File: src/rtl/encoder_pkg.sv
// Shared 64b/66b definitions: sync header codes and Rx block-lock states.
package encoder_pkg;

  // Sync header codes carried in the 2-bit prefix of each 66-bit block
  localparam logic [1:0] SYNC_DATA = 2'b01;
  localparam logic [1:0] SYNC_CTRL = 2'b10;

  // Block-lock controller states
  typedef enum logic [1:0] {
    S_INIT = 2'd0,
    S_TEST = 2'd1,
    S_SLIP = 2'd2,
    S_WAIT = 2'd3
  } block_lock_state_t;

  // True for the two legal sync headers; 00 and 11 can never start a block
  function automatic logic sync_header_ok(input logic [1:0] header);
    return (header == SYNC_DATA) || (header == SYNC_CTRL);
  endfunction

endpackage

File: src/rtl/rx_block_lock.sv
// Rx 64b/66b block-lock controller: hunts for sync-header alignment by
// pulsing slip to the gearbox, then holds lock until too many bad headers
// appear within one test window.
module rx_block_lock
  import encoder_pkg::*;
#(
  parameter int SH_CNT_MAX     = 64,
  parameter int SH_INVALID_MAX = 16,
  parameter int SLIP_WAIT      = 32,
  parameter int SLIP_CNT_W     = 16
) (
  input  logic                  i_rxc,
  input  logic                  i_reset,
  input  logic [1:0]            i_rx_header,
  input  logic                  i_rx_valid,
  output logic                  o_slip,
  output logic                  o_block_lock,
  output logic [SLIP_CNT_W-1:0] o_slip_count
);

  localparam int SH_W   = $clog2(SH_CNT_MAX + 1);
  localparam int INV_W  = $clog2(SH_INVALID_MAX + 1);
  localparam int WAIT_W = $clog2(SLIP_WAIT + 1);

  localparam logic [SH_W-1:0]   SH_LAST   = SH_W'(SH_CNT_MAX);
  localparam logic [INV_W-1:0]  INV_LAST  = INV_W'(SH_INVALID_MAX);
  localparam logic [WAIT_W-1:0] WAIT_LAST = WAIT_W'(SLIP_WAIT - 1);

  block_lock_state_t state, next_state;

  logic [SH_W-1:0]   sh_cnt, sh_cnt_next;
  logic [INV_W-1:0]  sh_invalid_cnt, sh_invalid_cnt_next;
  logic [WAIT_W-1:0] wait_cnt, wait_cnt_next;
  logic              lock_next;
  logic              header_bad;

  assign header_bad = ~sync_header_ok(i_rx_header);

  // State register and window/settle counters
  always_ff @(posedge i_rxc or posedge i_reset) begin
    if (i_reset) begin
      state          <= S_INIT;
      sh_cnt         <= '0;
      sh_invalid_cnt <= '0;
      wait_cnt       <= '0;
    end else begin
      state          <= next_state;
      sh_cnt         <= sh_cnt_next;
      sh_invalid_cnt <= sh_invalid_cnt_next;
      wait_cnt       <= wait_cnt_next;
    end
  end

  // Next-state, counter and lock decisions; loss of lock outranks window end
  always_comb begin
    next_state          = state;
    sh_cnt_next         = sh_cnt;
    sh_invalid_cnt_next = sh_invalid_cnt;
    wait_cnt_next       = wait_cnt;
    lock_next           = o_block_lock;

    case (state)
      S_INIT: begin
        sh_cnt_next         = '0;
        sh_invalid_cnt_next = '0;
        wait_cnt_next       = '0;
        lock_next           = 1'b0;
        next_state          = S_TEST;
      end

      S_TEST: begin
        if (i_rx_valid) begin
          sh_cnt_next         = sh_cnt + SH_W'(1);
          sh_invalid_cnt_next = sh_invalid_cnt + INV_W'(header_bad);
          if (!o_block_lock) begin
            if (header_bad) begin
              next_state = S_SLIP;
            end else if (sh_cnt_next == SH_LAST) begin
              lock_next           = 1'b1;
              sh_cnt_next         = '0;
              sh_invalid_cnt_next = '0;
            end
          end else if (sh_invalid_cnt_next == INV_LAST) begin
            lock_next  = 1'b0;
            next_state = S_SLIP;
          end else if (sh_cnt_next == SH_LAST) begin
            sh_cnt_next         = '0;
            sh_invalid_cnt_next = '0;
          end
        end
      end

      S_SLIP: begin
        sh_cnt_next         = '0;
        sh_invalid_cnt_next = '0;
        wait_cnt_next       = '0;
        lock_next           = 1'b0;
        next_state          = S_WAIT;
      end

      S_WAIT: begin
        if (wait_cnt == WAIT_LAST) begin
          wait_cnt_next       = '0;
          sh_cnt_next         = '0;
          sh_invalid_cnt_next = '0;
          next_state          = S_TEST;
        end else begin
          wait_cnt_next = wait_cnt + WAIT_W'(1);
        end
      end

      default: begin
        next_state = S_INIT;
      end
    endcase
  end

  // Registered outputs: slip pulses in the S_SLIP cycle, count saturates
  always_ff @(posedge i_rxc or posedge i_reset) begin
    if (i_reset) begin
      o_slip       <= 1'b0;
      o_block_lock <= 1'b0;
      o_slip_count <= '0;
    end else begin
      o_slip       <= (next_state == S_SLIP) && (state != S_SLIP);
      o_block_lock <= lock_next;
      if ((next_state == S_SLIP) && (state != S_SLIP) && (o_slip_count != '1)) begin
        o_slip_count <= o_slip_count + SLIP_CNT_W'(1);
      end
    end
  end

endmodule

File: config.mk
export PLATFORM = sky130hd
export DESIGN_NAME = rx_block_lock
export DESIGN_NICKNAME = d
export VERILOG_FILES = /design/src/rtl/encoder_pkg.sv /design/src/rtl/rx_block_lock.sv
export SDC_FILE = /design/constraint.sdc
export NUM_CORES = 1
export LEC_CHECK = 0
export ABC_AREA = 1
export CAP_MARGIN = 15
export CORE_ASPECT_RATIO = 0.5
export CORE_MARGIN = 2
export CORE_UTILIZATION = 53
export CTS_BUF_LIST = sky130_fd_sc_hd__clkbuf_2
export DETAILED_ROUTE_END_ITERATION = 8
export PLACE_DENSITY = 0.78
export SYNTH_ARGS = -nofsm -noshare
export SYNTH_HDL_FRONTEND = slang
export SYNTH_SLANG_ARGS = --single-unit
File: constraint.sdc
create_clock -name i_rxc -period 1.7 [get_ports i_rxc]
set_input_delay 0.34 -clock i_rxc [delete_from_list [all_inputs] [get_ports i_rxc]]
set_output_delay 0.34 -clock i_rxc [all_outputs]
set_load 0.01 [all_outputs]
==> key figures <==
Run status
  • Outcome: complete, but fails checks
  • Failing checks: setup timing

STA
  • Min Hold Slack: 0.262 ns
  • Part of the cycle the worst path needs: 105%
  • Finish-stage setup viols: 16
  • Clock Skew: 0.0186 ns
  • Setup TNS: -0.857 ns
  • Fin. max-slew vios: 0
  • Final hold vios: 0
  • RSZ-0062 raised after global routing: true
  • Final min period: around 1.8 ns
  • Final worst setup slack: -0.0774 ns
  • Fmax: 563 MHz
  • Max-slew headroom: roughly four fifths
  • Worst slew pin tran: 0.283 ns

Cells and area
  • Leading cell types in the layout, fill and taps excluded: nand2_1 (70), inv_1 (36), buf_4 (36)
  • Register area: between 900 and 1000 sq um
  • Fillers: 313
  • N_diodes: 0
  • Fin nets: 376
  • Layout cells sized above 1: ~33%
  • Multi-input logic area: 1340 sq um
  • P&R area growth vs syn: 33.4%
  • Most common cell after layout, fill and taps aside: nand2_1
  • Final core area utilization: between 70% and 80%

Pwr
  • Pwr dens: 710 nW/um^2
  • LEAKAGE: 0.00169 uW
  • Max VDD drop: 0.299 mV

Floorplan
  • Chip height: 51.4 microns
  • Starting Density: a little over half
  • Site Rows: 17
  • Die width: 98.9 microns
  • I/O pin count: 23
  • Core area: 4360 sq um
  • Die area: 5080 sq um

Worst setup path
  • Reg2reg setup slack: -0.08 ns
  • Crit path kind: flop to flop
  • Worst path required time: between 2 and 2.5 ns
  • Crit-path max FO: 23
  • Startpoint types: flop
  • Reg-to-Reg End: o_slip_count[7]
  • RR Startpoint: sh_invalid_cnt[0]
  • Setup crit end kind: flop
  • CP Data Arrival Time: 2.10 ns
  • R2R cell count: 11

Detailed routing
  • Drt via density: about 5.1
  • DR iter-0 viols: 73
  • DRC viols: 0
  • Final ANT Viol Nets: 0
  • Detailed Route WL: 5350 microns
  • Routed vias: 2139
  • First-pass DRT Iterations: 4
  • WL per Instance: 12.6 microns

Clock tree
  • Clock Sinks: 38
  • CTS clock-pin slew for the worst setup and hold paths: 0.21 ns
  • Root Buffer: clkbuf_2
  • H-tree depth: 2
  • CTS tree: done
  • CTS max path bufs: 2
  • TritonCTS Buffers: 5
  • Clock Latency Late Sink: roughly 0.40 ns

Placed design
  • Routability cong.: 0.816
  • DP HPWL: about 3600 microns
  • IO buf count: 22

Yosys
  • Yosys warns: 0
  • Cells after Synth: 299
  • Net count after synthesis: 310
  • Netlist cell types: 27
  • Synth Cell Area: 2380 sq um
  • Syn avg cell area: 7.98 sq um
  • Sequential fraction of the synthesis area: 39.9%
  • Synth Register Bits: 38

Min path
  • Worst min path class: primary input to asynchronous set/reset pin

Global routing
  • Largest net degree at the start of global routing: 39
  • GRT busiest layer: met2
  • Met2 global-route usage: 41.1%
  • Global Route Usage Sum: between 20% and 30%
  • First-pass GRT wire length: between 8000 and 9000 microns
  • Met1 Usage GRT: between 20% and 30%
  • GR Overflow Total: 0
  • Initial antenna violation count: 0
  • Number of global-route vias before repair: 2122
  • GR Util met3: 4.51%

Run
  • Max-cap violations: 0
metrics by stage:
step	setup slack, ns	power (uW)	instances	cell area, sq um
2_1_floorplan	-0.0467	1470	299	2440
3_3_place_gp	-0.614	1600	388	2820
3_5_place_dp	-0.681	1630	388	2820
4_1_cts	-0.0772	2220	414	3040
5_1_grt	-0.158	2390	423	3180
6_report	-0.0774	2260	423	3180
cell families (layout without fill, tap and decap cells):
logic type | Yosys count | after routing | synth area share, %
simple gates | 165 | 165 | 34.2
buf+inv | 45 | 112 | 8.08
flops | 38 | 38 | 39.9
compound gates | 28 | 28 | 8.50
xor+xnor | 17 | 17 | 6.24
fa+ha+maj | 6 | 6 | 3.15
worst max path at each step:
stage / startpoint / end / depth (start not counted)
finish: sh_invalid_cnt[0] / o_slip_count[7] / 11
global route: sh_invalid_cnt[0] / o_slip_count[9] / 11
CTS: sh_invalid_cnt[0] / o_slip_count[7] / 11
detailed placement: i_rx_header[0] / o_slip_count[7] / 13
global placement: i_rx_header[0] / o_slip_count[5] / 13
floorplan: i_rx_header[0] / o_slip_count[2] / 12
per-layer routing:
metal	wire length, microns	share of wire [%]	up-vias
met4	56	1.0	0
li1	-	-	1073
met5	0	0	-
met2	2770	52	39
met3	176	3.3	9
met1	2340	44	1018
what timing repair did:
| item | 4_1_cts | 5_1_grt |
|---|---|---|
| buffers inserted | 18 | 9 |
| pin swaps | 2 | 4 |
| setup endpoints to repair | 41 | 41 |
| hold buffers | 0 | 0 |
| cloned | 0 | 0 |
| gates resized for setup | 16 | 26 |
where the power goes:
group	leakage [uW]	switching, uW	internal, uW
clock	0.0000427	318	244
combinational	0.00115	325	285
sequential	0.000502	102	986
total	0.00169	744	1510
layout make-up:
class,count,share of cell area [%]
clock buffers,5,0.786
repair buffers,63,18.6
flip-flops and latches,38,30.1
clock inverters,3,1.26
well taps,57,2.24
multi-input cells,216,42.2
inverters,41,4.84
synthesized netlist by cell type:
cell,n,share of area [%]
a32o_1,1,0.42
a21oi_1,5,1.0
nor3_1,3,0.63
ha_1,6,3.1
inv_2,3,0.47
buf_6,3,1.4
nor2_8,1,0.84
nand2_2,15,3.9
nand4_1,5,1.3
o21ai_2,14,5.1
buf_2,1,0.21
nand3_4,1,0.73
nand4_4,1,0.89
nand3_1,20,4.2
inv_1,38,6.0
o21ai_0,4,0.84
nor2_4,2,0.94
nand2_1,80,13
xor2_1,7,2.6
o22ai_1,4,1.0
nand3_2,3,1.3
nor2_1,25,3.9
nor3_2,2,0.84
dfrtp_1,38,40
xnor2_1,10,3.7
nand2_4,1,0.47
nor2_2,6,1.6
worst max-delay path: stages, from the launching register on:
cell and delay (ns):
dfrtp_1 0.46, ha_4 0.18, ha_4 0.23, nor2_2 0.08, nand2_1 0.07, nor2_2 0.09
nand3_2 0.08, nand2_4 0.10, nand3_4 0.08, buf_12 0.18, nand2_2 0.08, o21ai_2 0.05
state kept, by name, summed over array words and instances, names as in the netlist:
register        cells
o_slip_count       16
sh_invalid_cnt      5
sh_cnt              7
o_block_lock        1
state               2
o_slip              1
wait_cnt            6
(Power assumes the default switching activity.)
